===== config.mk =====
export PLATFORM = sky130hd
export DESIGN_NAME = shift_engine
export DESIGN_NICKNAME = d
export VERILOG_FILES = /design/src/rtl/shift_engine.sv
export SDC_FILE = /design/constraint.sdc
export NUM_CORES = 1
export LEC_CHECK = 0
export CORE_MARGIN = 1
export CORE_UTILIZATION = 45
export CTS_CLUSTER_DIAMETER = 50
export DETAILED_ROUTE_END_ITERATION = 12
export GPL_TIMING_DRIVEN = 1
export PLACE_DENSITY_LB_ADDON = 0.05
export SLEW_MARGIN = 40
export SYNTH_ARGS = -nofsm -noshare
export SYNTH_HDL_FRONTEND = slang
export SYNTH_SLANG_ARGS = --single-unit

===== constraint.sdc =====
create_clock -name clk -period 1.7 [get_ports clk]
set_input_delay 0.425 -clock clk [delete_from_list [all_inputs] [get_ports clk]]
set_output_delay 0.425 -clock clk [all_outputs]
set_load 0.1 [all_outputs]

===== src/rtl/shift_engine.sv =====
// -----------------------------------------------------------------------------
// shift_engine
// -----------------------------------------------------------------------------
// Full-duplex serial shift engine for the SPI datapath.
//
// A parallel word is accepted through a valid/ready handshake. It is shifted
// out one bit per shift_en strobe, and the incoming serial bits are assembled
// into a received word at the same time. After exactly WIDTH strobes the
// received word appears on rx_data, together with a one-cycle rx_valid pulse.
// shift_en comes from the SPI bit-timing logic. The byte-level controller
// drives the tx handshake and consumes rx_data.
//
// Parameters
//   WIDTH      word length in bits, 1..32
//   LSB_FIRST  0: MSB transmitted/received first, 1: LSB first
//
// Optional build macro
//   SHIFT_ENGINE_DOUBLE_BUF_EN  adds a one-word holding register. A second
//                               word can then be queued while one is shifting,
//                               which gives back-to-back transfers with no
//                               idle cycles between words.
//
// Ports
//   clk        in   system clock, rising edge
//   rst_n      in   synchronous active-low reset
//   tx_data    in   [WIDTH]  word to transmit
//   tx_valid   in   tx_data valid
//   tx_ready   out  engine accepts tx_data this cycle
//   shift_en   in   bit strobe, one bit per asserted cycle
//   shift_in   in   serial receive bit, sampled when shift_en=1
//   shift_out  out  current serial transmit bit
//   abort      in   cancel the word in progress
//   rx_data    out  [WIDTH]  last completed received word
//   rx_valid   out  one-cycle pulse when rx_data updates
//   busy       out  word in progress
//   bit_count  out  [$clog2(WIDTH+1)]  bits shifted in the current word
// -----------------------------------------------------------------------------
module shift_engine #(
  parameter int WIDTH     = 8,
  parameter bit LSB_FIRST = 1'b0
) (
  input  logic                       clk,
  input  logic                       rst_n,
  input  logic [WIDTH-1:0]           tx_data,
  input  logic                       tx_valid,
  output logic                       tx_ready,
  input  logic                       shift_en,
  input  logic                       shift_in,
  output logic                       shift_out,
  input  logic                       abort,
  output logic [WIDTH-1:0]           rx_data,
  output logic                       rx_valid,
  output logic                       busy,
  output logic [$clog2(WIDTH+1)-1:0] bit_count
);

  localparam int CNT_W = $clog2(WIDTH + 1);
  localparam logic [CNT_W-1:0] LAST_BIT = CNT_W'(WIDTH - 1);

  typedef enum logic {
    IDLE  = 1'b0,
    SHIFT = 1'b1
  } state_e;

  state_e             state_q;
  logic [WIDTH-1:0]   shreg_q;    // transmit bits leave, receive bits enter
  logic [WIDTH-1:0]   rx_data_q;
  logic [CNT_W-1:0]   cnt_q;
  logic               rx_valid_q;

  // One shift step. The transmit bit leaves at one end of the register and
  // the receive bit enters at the other end. After WIDTH steps the register
  // therefore holds the complete received word in its natural bit order.
  logic [WIDTH-1:0]   shreg_shifted;

  generate
    if (WIDTH == 1) begin : g_w1
      assign shreg_shifted = shift_in;
    end else if (LSB_FIRST) begin : g_lsb
      assign shreg_shifted = {shift_in, shreg_q[WIDTH-1:1]};
    end else begin : g_msb
      assign shreg_shifted = {shreg_q[WIDTH-2:0], shift_in};
    end
  endgenerate

  // The first transmit bit is driven straight from the loaded register. It is
  // therefore valid in the cycle after the load, before any strobe arrives.
  assign shift_out = LSB_FIRST ? shreg_q[0] : shreg_q[WIDTH-1];

  // The last strobe of the word. abort takes priority over a simultaneous
  // strobe, so a strobe that coincides with abort never completes a word.
  logic last_strobe;
  assign last_strobe = (state_q == SHIFT) && !abort && shift_en && (cnt_q == LAST_BIT);

`ifdef SHIFT_ENGINE_DOUBLE_BUF_EN
  logic [WIDTH-1:0] hold_q;
  logic             hold_full_q;
  logic             accept;

  // The holding register decides readiness in every state. While the engine
  // is idle the holding register is always empty.
  assign tx_ready = !hold_full_q;
  assign accept   = tx_valid && tx_ready;

  // NOTE: hold_q is a pure data register and has no reset. hold_full_q alone
  // says whether hold_q is meaningful, so clearing the data would add nothing.
  always_ff @(posedge clk) begin
    if (accept && (state_q == SHIFT) && !abort && !last_strobe) begin
      hold_q <= tx_data;
    end
  end
`else
  assign tx_ready = (state_q == IDLE);
`endif

  // NOTE: all state here is updated with non-blocking assignments. Every
  // right-hand side therefore reads the pre-edge value, whatever the
  // statement order.
  always_ff @(posedge clk) begin
    if (!rst_n) begin
      state_q    <= IDLE;
      shreg_q    <= '0;
      rx_data_q  <= '0;
      cnt_q      <= '0;
      rx_valid_q <= 1'b0;
`ifdef SHIFT_ENGINE_DOUBLE_BUF_EN
      hold_full_q <= 1'b0;
`endif
    end else begin
      rx_valid_q <= 1'b0;

      unique case (state_q)
        IDLE: begin
          // Strobes and abort are meaningless without a word in flight.
          if (tx_valid) begin
            shreg_q <= tx_data;
            cnt_q   <= '0;
            state_q <= SHIFT;
          end
        end

        SHIFT: begin
          if (abort) begin
            // The partial word is discarded. rx_data keeps the last
            // completed word.
            cnt_q   <= '0;
            state_q <= IDLE;
`ifdef SHIFT_ENGINE_DOUBLE_BUF_EN
            // A queued word, or one offered in this same cycle, goes with it.
            hold_full_q <= 1'b0;
`endif
          end else begin
            if (shift_en) begin
              shreg_q <= shreg_shifted;
              if (cnt_q == LAST_BIT) begin
                rx_data_q  <= shreg_shifted;
                rx_valid_q <= 1'b1;
                cnt_q      <= '0;
`ifdef SHIFT_ENGINE_DOUBLE_BUF_EN
                // Chain straight into the next word, with no idle cycle.
                // A word offered on this very edge skips the holding register.
                if (hold_full_q) begin
                  shreg_q     <= hold_q;
                  hold_full_q <= 1'b0;
                end else if (accept) begin
                  shreg_q <= tx_data;
                end else begin
                  state_q <= IDLE;
                end
`else
                state_q <= IDLE;
`endif
              end else begin
                cnt_q <= cnt_q + CNT_W'(1);
              end
            end
`ifdef SHIFT_ENGINE_DOUBLE_BUF_EN
            // A word offered mid-word waits until the current one completes.
            if (accept && !last_strobe) begin
              hold_full_q <= 1'b1;
            end
`endif
          end
        end

        default: state_q <= IDLE;
      endcase
    end
  end

  assign rx_data   = rx_data_q;
  assign rx_valid  = rx_valid_q;
  assign busy      = (state_q == SHIFT);
  assign bit_count = cnt_q;

endmodule


==> results_dict.tcl, run 1 <==
set metrics [dict create \
    timing.fmax_mhz 626 \
    yosys_warnings 0 \
    outcome "completed" \
    die_y_um 48.4 \
    dieArea_sq_mm 0.00234 \
    fin_cells 167 \
    p_total_w 0.00105 \
    cts_tree "yes" \
    num-fill-cells 142 \
    cts_setup_buffers 0 \
    remaining_drc_errors 0 \
    ys_top_cells_by_area "dfxtp_1 (45%), mux2i_1 (8.3%), nand3_1 (6.2%)" \
    grt_overflow 0 \
    finalClockSkew_ns 0.00579 \
    clockRootBuffer "clkbuf_4" \
    max_slew.worst_pin.slew_ns 0.275 \
    hp-class "reg2reg" \
    ys_seq_elements 22 \
    grt_start_max_net_pins 23 \
    syn2layout_area_growth_pct 59.0 \
    setup_slack_ns 0.102 \
    cts.sinks 22 \
    die_width_um 48.4 \
    dp_hpwl_mm 1.69 \
    syn_area_sq_um 970 \
    timing.final.max_slew_violations 0 \
    cts_max_level 1 \
    period_minus_slack_ns 1.60 \
    routed_wl_mm 2.33 \
    antenna_cells 0 \
    track_usage_pct 22.4 \
    finalCritPeriodShare_pct 94.0 \
    pre_cts_ws_ns -0.161 \
    ios 30 \
    vias_per_cell 5.69 \
    yosysSeqAreaShare_pct 45.4 \
    antenna_found_initial 0 \
    fin_util_pct 77.0 \
    via_count 951 \
    startpoint_type "flip-flop" \
    slew_headroom_pct 81.6 \
    routedWlPerCell_um 13.9 \
    mostFrequentLayoutCells "dfxtp_1 (18), buf_12 (18), clkdlybuf4s50_1 (13), nand3_1 (12), a21oi_1 (10)" \
    ir_worst_vdd_uv 493 \
    critPathKind "reg2out" \
    rsz0062_at_grt "no" \
    ant_nets 0 \
    place_inst 163 \
    p_leak_nw 0.555 \
    syn_nets 123 \
    numCtsBuffers 3 \
    cts_hold_buf 0 \
    clock_path_buffers 2 \
    post_cts_resized 0 \
    worstSetupEndpointType "output pin" \
    maxCapViolations 0 \
    synth_top_area_share_pct 45.4 \
    grt_pass1_wl_mm 4.15 \
    syn_inst 108 \
    drtIter0Drc 25 \
    p_per_area_mw_per_mm2 682 \
    num_rows 16 \
    core_sq_mm 0.00200 \
    syn_area_per_cell_sq_um 8.98 \
    critical_path_arrival_ns 1.17 \
    grt_pass1_vias 922 \
    finalSetupViolCount 0 \
    fin_nets 156 \
    port_buffers 29 \
    hold_viol 0 \
    path_max_fanout 16 \
    synth_area_leader_cell "dfxtp_1" \
    cp.required_ns 1.27 \
    initial_core_util_pct 48.4 \
    insertion_delay_ns 0.30 \
    clkSlewWorstSetupHoldPaths_ns 0.12 \
    drive_gt1_share_pct 23.6 \
    yosysUniqueCellTypes 29 \
    dr.pass1.iters 5 \
    routabilityCongestion 0.836 \
]
==> power breakdown <==
group | switching (W) | leakage [nW] | internal (W)
combinational | 0.000107 | 0.353 | 0.0000989
clock | 0.000150 | 0.0210 | 0.000131
sequential | 0.0000288 | 0.182 | 0.000536
==> sequential cells by signal, indices dropped and copies added, names as in the netlist <==
name       count
rx_valid       1
busy           1
bit_count      4
shreg_q        8
rx_data        8
==> metrics by stage <==
step	setup TNS [ns]	area [sq um]	hold WS, ns
final	0	1540	0.493
after global routing	0	1540	0.511
after CTS	0	1540	0.498
after detailed placement	-0.481	1510	0.482
after global placement	-0.214	1510	0.473
after floorplan	-0.696	981	0.457
==> metal layers <==
layer | up-vias | track usage (%) | wire length [um]
li1 | 464 | - | -
met1 | 441 | 27.0 | 1020
met2 | 44 | 39.0 | 1150
met3 | 2 | 4.72 | 142
met4 | 0 | 8.33 | 11
met5 | - | 0 | 0
==> synthesized netlist by cell type (all sizes together) <==
cell and number:
and3b 2, or4 2, a21o 1, a32oi 1
o21ai 9, nor3 9, a2bb2oi 1, nor2b 1
o22ai 1, nand3b 2, or2b 1, ha 1
nor2 1, nand3 12, nand2b 2, inv 2
or3 1, buf 5, dfxtp 22, a31oi 1
a21oi 10, nand2 2, mux2i 8, clkbuf 3
a211oi 8
==> final cells by class <==
cell class	instances	area [sq um]	area share, %
clock buffer	4	36.3	2.35
inverter	2	11.3	0.731
multi-input combinational	76	484	31.4
sequential	22	448	29.1
tap	27	33.8	2.19
timing repair buffer	36	528	34.3
==> worst max-delay path, cell delays in order (launching register included) <==
cell        delay (ns)
dfxtp_4           0.52
clkinvlp_4        0.17
buf_12            0.18
==> cell families (layout without fill, tap and decap cells) <==
group	after synthesis	after routing	share of synthesized area, %
and+or+nand+nor	35	35	20.5
buffers and inverters	10	42	4.64
DFF	22	22	45.4
muxes	8	8	8.26
adders and majority gates	1	1	1.29
AOI/OAI and AO/OA	32	32	19.9
==> final timing paths <==
path | startpoint | end | slack (ns) | cells past startpoint
setup / recovery | busy$_SDFF_PN0_ | tx_ready | 0.10 | 2
hold / removal | shreg_q[4]$_SDFFE_PN0P_ | rx_data[5]$_SDFFE_PN0P_ | 0.49 | 2
setup reg to reg | bit_count[0]$_SDFFE_PN0P_ | bit_count[0]$_SDFFE_PN0P_ | 0.15 | 5
hold reg to reg | shreg_q[4]$_SDFFE_PN0P_ | rx_data[5]$_SDFFE_PN0P_ | 0.49 | 2
No activity file was read; power rests on OpenSTA's default activity.
==> inputs of run 2 (changes only) <==
Settings changed: CAP_MARGIN set to 20.
==> results of run 2 <==
The final DEF is identical to that of run 1; final timing and power are the same.
==> inputs of run 3 (changes only) <==
Settings changed: CTS_CLUSTER_DIAMETER 50 to unset, CTS_CLUSTER_SIZE set to 10.
==> results of run 3 <==
The final DEF is identical to that of run 1; final timing and power are the same.
